**src/rtl/debug_pkg.sv**
```systemverilog
// Shared definitions for the pipeline debug controller: command bytes,
// controller states and a small state-classification helper.
package debug_pkg;

  // Command bytes received over the UART.
  localparam logic [7:0] CMD_RUN    = 8'h63;  // 'c'
  localparam logic [7:0] CMD_STEP   = 8'h73;  // 's'
  localparam logic [7:0] CMD_PRESET = 8'h72;  // 'r'

  typedef enum logic [2:0] {
    ST_IDLE    = 3'd0,
    ST_RUN     = 3'd1,
    ST_STEP    = 3'd2,
    ST_CAPTURE = 3'd3,
    ST_SEND    = 3'd4,
    ST_PRESET  = 3'd5
  } state_e;

  // States in which the pipeline registers are clocked.
  function automatic logic enables_pipe(state_e s);
    return (s == ST_RUN) || (s == ST_STEP);
  endfunction

endpackage

```
**src/rtl/debug_byte_serializer.sv**
```systemverilog
// Shadow register plus byte serializer: latches the snapshot and the cycle
// counter, then streams them to the TX FIFO one byte per free cycle,
// word 0 first, least-significant byte first.
module debug_byte_serializer
  import debug_pkg::*;
#(
  parameter int SNAP_WORDS = 32,
  parameter int WORD_W     = 32
) (
  input  logic                         clock,
  input  logic                         resetGral,
  input  logic                         capture,
  input  logic                         active,
  input  logic [SNAP_WORDS*WORD_W-1:0] snap,
  input  logic [31:0]                  cycle_count,
  input  logic                         tx_full,
  output logic [7:0]                   tx_data,
  output logic                         tx_write,
  output logic                         done
);

  localparam int SHADOW_W = (SNAP_WORDS + 1) * WORD_W;
  localparam int BYTES    = SHADOW_W / 8;
  localparam int IDX_W    = $clog2(BYTES);
  localparam logic [IDX_W-1:0] LAST_IDX = IDX_W'(BYTES - 1);

  logic [SHADOW_W-1:0] shadow;
  logic [IDX_W-1:0]    idx;
  logic [7:0]          byte_sel;

  // Capture loads the shadow and rewinds the index; each accepted push advances it.
  always_ff @(posedge clock or negedge resetGral) begin
    if (!resetGral) begin
      shadow <= '0;
      idx    <= '0;
    end else if (capture) begin
      shadow <= {WORD_W'(cycle_count), snap};
      idx    <= '0;
    end else if (tx_write) begin
      idx <= done ? '0 : idx + IDX_W'(1);
    end
  end

  // A byte is pushed only while the FIFO has room; data reads 0 when idle.
  always_comb begin
    byte_sel = shadow[{idx, 3'b000} +: 8];
    tx_write = active && !tx_full;
    tx_data  = tx_write ? byte_sel : 8'h00;
    done     = tx_write && (idx == LAST_IDX);
  end

endmodule

```
**src/rtl/pipe_debug_ctrl.sv**
```systemverilog
// Pipeline debug controller: UART commands run, single-step or reset the
// pipeline; after run/step the pipeline state and cycle count are dumped.
// Handshakes: RX - uartRxRead pops the show-ahead head for one cycle and only
// while uartRxAvail=1; TX - a byte transfers in each cycle with
// uartTxWrite=1, which is raised only while uartTxFull=0.
module pipe_debug_ctrl
  import debug_pkg::*;
#(
  parameter int SNAP_WORDS = 32,
  parameter int WORD_W     = 32
) (
  input  logic                         clock,
  input  logic                         resetGral,
  input  logic [SNAP_WORDS*WORD_W-1:0] snapData,
  input  logic                         endOfProgram,
  input  logic [7:0]                   uartRxData,
  input  logic                         uartRxAvail,
  output logic                         uartRxRead,
  input  logic                         uartTxFull,
  output logic [7:0]                   uartTxData,
  output logic                         uartTxWrite,
  output logic                         pipeEnable,
  output logic                         pipeReset,
  output state_e                       debug_state
);

  if ((WORD_W % 8) != 0) begin : g_bad_word_w
    $error("pipe_debug_ctrl: WORD_W must be a multiple of 8");
  end
  if (SNAP_WORDS < 1) begin : g_bad_snap_words
    $error("pipe_debug_ctrl: SNAP_WORDS must be at least 1");
  end

  state_e      state;
  state_e      next_state;
  logic [31:0] cycle_count;
  logic        capture;
  logic        send_active;
  logic        send_done;

  // Next-state decode; the RX pop is combinational so the command is decoded
  // in the same cycle it leaves the FIFO.
  always_comb begin
    next_state  = state;
    uartRxRead  = 1'b0;
    capture     = 1'b0;
    send_active = 1'b0;
    case (state)
      ST_IDLE: begin
        if (uartRxAvail && resetGral) begin
          uartRxRead = 1'b1;
          case (uartRxData)
            CMD_RUN:    next_state = ST_RUN;
            CMD_STEP:   next_state = ST_STEP;
            CMD_PRESET: next_state = ST_PRESET;
            default:    next_state = ST_IDLE;
          endcase
        end
      end
      ST_RUN:     if (endOfProgram) next_state = ST_CAPTURE;
      ST_STEP:    next_state = ST_CAPTURE;
      ST_CAPTURE: begin
        capture    = 1'b1;
        next_state = ST_SEND;
      end
      ST_SEND: begin
        send_active = 1'b1;
        if (send_done) next_state = ST_IDLE;
      end
      ST_PRESET:  next_state = ST_IDLE;
      default:    next_state = ST_IDLE;
    endcase
  end

  // State register with registered pipeline controls derived from the next state.
  always_ff @(posedge clock or negedge resetGral) begin
    if (!resetGral) begin
      state      <= ST_IDLE;
      pipeEnable <= 1'b0;
      pipeReset  <= 1'b0;
    end else begin
      state      <= next_state;
      pipeEnable <= enables_pipe(next_state);
      pipeReset  <= (next_state == ST_PRESET);
    end
  end

  // Counts enabled pipeline cycles; cleared by a pipeline reset.
  always_ff @(posedge clock or negedge resetGral) begin
    if (!resetGral) begin
      cycle_count <= '0;
    end else if (state == ST_PRESET) begin
      cycle_count <= '0;
    end else if (pipeEnable) begin
      cycle_count <= cycle_count + 32'd1;
    end
  end

  assign debug_state = state;

  debug_byte_serializer #(
    .SNAP_WORDS(SNAP_WORDS),
    .WORD_W    (WORD_W)
  ) u_serializer (
    .clock      (clock),
    .resetGral  (resetGral),
    .capture    (capture),
    .active     (send_active),
    .snap       (snapData),
    .cycle_count(cycle_count),
    .tx_full    (uartTxFull),
    .tx_data    (uartTxData),
    .tx_write   (uartTxWrite),
    .done       (send_done)
  );

endmodule

```
**config.mk**
```make
export PLATFORM = sky130hd
export DESIGN_NAME = pipe_debug_ctrl
export DESIGN_NICKNAME = d
export VERILOG_FILES = /design/src/rtl/debug_pkg.sv /design/src/rtl/debug_byte_serializer.sv /design/src/rtl/pipe_debug_ctrl.sv
export SDC_FILE = /design/constraint.sdc
export NUM_CORES = 2
export LEC_CHECK = 0
export BUFFER_PORTS_ARGS = -buffer_cell sky130_fd_sc_hd__buf_2
export CAP_MARGIN = 15
export CORE_AREA = 5 5 411 413
export DETAILED_ROUTE_END_ITERATION = 7
export DIE_AREA = 0 0 416 418
export MAX_ROUTING_LAYER = met4
export PLACE_DENSITY = 0.59
export SLEW_MARGIN = 40
export SYNTH_ARGS = -nofsm -noshare
export SYNTH_HDL_FRONTEND = slang
export SYNTH_HIERARCHICAL = 1
export SYNTH_SLANG_ARGS = --single-unit
```
**constraint.sdc**
```tcl
create_clock -name clock -period 2.7 [get_ports clock]
set_input_delay 0.27 -clock clock [delete_from_list [all_inputs] [get_ports clock]]
set_output_delay 0.27 -clock clock [all_outputs]
set_load 0.005 [all_outputs]
```
==> flow_summary.ini <==
[setup_path]
startpoint_type = flop
worst-path-max-fanout = 8
end_kind = output port
reg2reg_slack_ns = 0.23
crit_arrival_ns = 3.85
reg2reg_depth = 13
timing.rr.start = u_serializer/idx[2]
startpoint = u_serializer/idx[0]
crit_required_ns = 2.43
crit_type = flop to output port
reg2reg_to = pipeEnable
critical_path.endpoint = uartTxData[4]

[synthesis]
yosys_register_bits = 1101
async_flop_share = 1.000
yosysWarningCount = 6
synth_enable_flop_cells = 0
ys_seq_area_frac = 0.5542
synth_fp_nets = 4137
synth_area_sq_mm = 0.04972
syn_avg_cell_area_sq_um = 16.05
synth_ff_type = dfrtp_1
ys_types = 69
syn_inst = 3098

[timing]
period_needed_ns = 4.119
drv_slew = 0
setup_ws_ns = -1.419
fin_tns_setup_ns = -9.859
rsz0062_at_grt = true
hold_viol = 0
timing.fmax_mhz = 242.8
worstMarginPinSlew_ns = 0.9215
timing.slew.headroom = 0.3830
fin_crit_sh = 1.526
setup_violations = 8
finClkSkew_ns = 0.02006

[detailed_routing]
via_per_inst = 4.967
routedWlPerCell_microns = 27.17
num_vias = 38950
drc = 0
ant_nets = 0
drt_iter0_drc = 2617
wl_microns = 213100
dr.pass1.iters = 5

[finish]
area_delta_synth_final_pct = 52.29
layout-drive-gt1-share = 0.5469
instances_no_fill = 7842
final_net_count = 6474

[clock_network]
cts_tree = done
clkLatencyLatePin_ns = 0.77
h-tree-depth = 4
cts_buffers = 131
max-clock-path-buffers = 3
clock_sinks = 1101
path_clk_slew_ns = 0.06
root_buffer = clkbuf_16

[global_route]
grt.total_usage = 0.2460
antenna_found_initial = 115
grt_pass1_vias = 42920
grt-ovfl-total = 0
grt_pass1_wl_microns = 301600
grt_max_degree = 123

[hold_path]
hold_start = uartRxData[3]
worstHoldPathType = primary input to flop

[outcome]
outcome = finished, violations left
violations = setup timing

[die]
ios = 1052
core_sq_mm = 0.1644
die-area_sq_mm = 0.1739
rows = 149
dieWidth_microns = 416
fp.dieH_microns = 418
initial_core_util = 0.3024

[placed_design]
dp_hpwl_microns = 157900
port-buffer-count = 1051
gp_congestion = 0.9089
dp.cells = 6426

[flow_run]
maxCapViolCount = 0

[power_and_ir_drop]
p_per_area_mw_per_mm2 = 641.2
ir_worst_vdd_uv = 637.2
p_leak_nw = 36.59
## placed cells by master (no fill, tap or decap), types with 6 or more instances in the layout
cell type / netlist / final
nand4_1: 16 / 16
xnor2_1: 6 / 6
o22ai_1: 25 / 14
mux2_2: 1065 / 1063
buf_2: 27 / 1043
a21oi_1: 23 / 19
and2_1: 6 / 6
nor2b_1: 18 / 15
nand3_1: 16 / 15
mux2i_1: 62 / 47
mux4_2: 267 / 267
o21ai_0: 13 / 6
a22oi_2: 0 / 13
clkbuf_1: 149 / 28
mux2i_2: 0 / 10
a22oi_1: 28 / 15
clkbuf_8: 1 / 29
buf_12: 0 / 68
diode_2: 0 / 122
dlygate4sd3_1: 0 / 1033
nand2_1: 35 / 34
nand2b_1: 8 / 7
clkinv_2: 0 / 16
xor2_1: 30 / 30
buf_6: 12 / 16
dfrtp_1: 1101 / 1096
nor2_1: 55 / 50
nor2_2: 4 / 6
clkbuf_16: 0 / 134
o22ai_2: 0 / 11
buf_4: 16 / 254
## stage by stage
stage | hold slack (ns) | utilization | power, mW | cell area [sq um] | setup slack (ns)
after floorplan | -0.02559 | - | 21.84 | 49720 | 0.1720
after global placement | 0.4660 | 0.3638 | 28.66 | 59820 | -1.571
after detailed placement | 0.4662 | 0.3639 | 28.72 | 59830 | -1.126
after CTS | 0.1087 | 0.4566 | 48.70 | 75080 | -1.554
after global routing | 0.1498 | 0.4603 | 50.34 | 75690 | -1.506
final | 0.1699 | 0.4605 | 48.55 | 75710 | -1.419
## routing by layer
metal	global-route usage	share of wire	wire [microns]	up-vias
li1	-	-	-	16530
met1	0.2825	0.38	81410	20050
met2	0.3974	0.49	104900	1644
met3	0.05629	0.059	12560	718
met4	0.1419	0.066	14160	0
met5	-	0	0	-
## cell type report
cell class	instances	area (sq um)
Tap cell	2189	2739
Clock inverter	38	427.9
Timing Repair Buffer	2422	19180
Sequential cell	1101	27570
Antenna cell	122	305.3
Clock buffer	191	3857
Multi-Input combinational cell	1773	21620
Inverter	6	23.77
Fill cell	14310	88720
## power by group
group | switching, mW | internal, mW | total [mW]
sequential | 0.0871 | 16.6 | 16.7
combinational | 7.20 | 6.91 | 14.1
clock | 7.37 | 10.4 | 17.8
## state kept, by name, summed over array words and instances, names as in the netlist
name / count
u_serializer/shadow: 1056
cycle_count: 32
u_serializer/idx: 8
debug_state: 3
pipeEnable: 1
pipeReset: 1
## worst min path at each step
stage	end	slack, ns	depth (start not counted)
after floorplan	cycle_count[0]	-0.03	0
after global placement	u_serializer/shadow[250]	0.47	2
after detailed placement	u_serializer/shadow[250]	0.47	2
after CTS	debug_state[2]	0.11	4
after global routing	debug_state[2]	0.15	4
final	debug_state[2]	0.17	4
## worst max-delay path: stages, from the launching register on
cell and delay (ns):
dfrtp_4 0.50, buf_12 0.17, buf_4 0.12, mux4_2 0.49
mux4_2 0.55, mux2_4 0.33, a32oi_2 0.22, o211ai_1 0.33
buf_4 0.26, buf_6 0.11
## cells in the mapped netlist (3+ instances only)
| master | count | area [sq um] |
|---|---|---|
| a21oi_1 | 23 | 115.1 |
| nor3_1 | 4 | 20.02 |
| nand4_4 | 3 | 63.81 |
| and3_1 | 3 | 18.77 |
| mux2_2 | 1065 | 11990 |
| inv_1 | 5 | 18.77 |
| nor2_2 | 4 | 25.02 |
| nand2b_1 | 8 | 50.05 |
| o31ai_1 | 3 | 22.52 |
| and2_1 | 6 | 37.54 |
| nand3b_1 | 3 | 22.52 |
| o211ai_1 | 4 | 30.03 |
| xnor2_1 | 6 | 52.55 |
| clkbuf_1 | 149 | 559.3 |
| a2111oi_0 | 7 | 61.31 |
| buf_1 | 10 | 37.54 |
| buf_8 | 3 | 45.04 |
| a221oi_1 | 4 | 35.03 |
| a22o_1 | 6 | 52.55 |
| a21boi_0 | 3 | 22.52 |
| dfrtp_1 | 1101 | 27550 |
| nand3_1 | 16 | 80.08 |
| a22oi_1 | 28 | 210.2 |
| a211oi_1 | 12 | 90.09 |
| nor2b_1 | 18 | 112.6 |
| o22ai_1 | 25 | 156.4 |
| or2_2 | 3 | 18.77 |
| buf_4 | 16 | 120.1 |
| buf_6 | 12 | 135.1 |
| mux2i_1 | 62 | 620.6 |
| buf_2 | 27 | 135.1 |
| mux4_2 | 267 | 6013 |
| a311oi_1 | 3 | 26.28 |
| nand2_1 | 35 | 131.4 |
| nor4_4 | 3 | 63.81 |
| nor2_1 | 55 | 206.5 |
| nand4_1 | 16 | 100.1 |
| o21ai_0 | 13 | 65.06 |
| xor2_1 | 30 | 262.8 |
## what timing repair did
action / in CTS / in global routing
resized for setup: 89 / 53
endpoints found under the setup margin: 9 / 9
hold endpoints to repair: 1750 / 0
gates cloned: 3 / 0
hold buffers: 1033 / 0
pin swaps: 17 / 15
buffers inserted: 19 / 17
## kinds of logic (layout without fill, tap and decap cells)
kind of cell | after synthesis | count (layout) | share of synthesized area
adders and majority gates | 2 | 2 | 0.0005033
DFF | 1101 | 1101 | 0.5542
AOI/OAI and AO/OA | 148 | 148 | 0.02069
and+or+nand+nor | 193 | 193 | 0.02215
muxes | 1394 | 1394 | 0.3747
other | 0 | 122 | 0
buffers and inverters | 224 | 2657 | 0.02149
xor gates and xnor gates | 36 | 36 | 0.006342
Note: power is estimated with default switching activity, not from simulation.
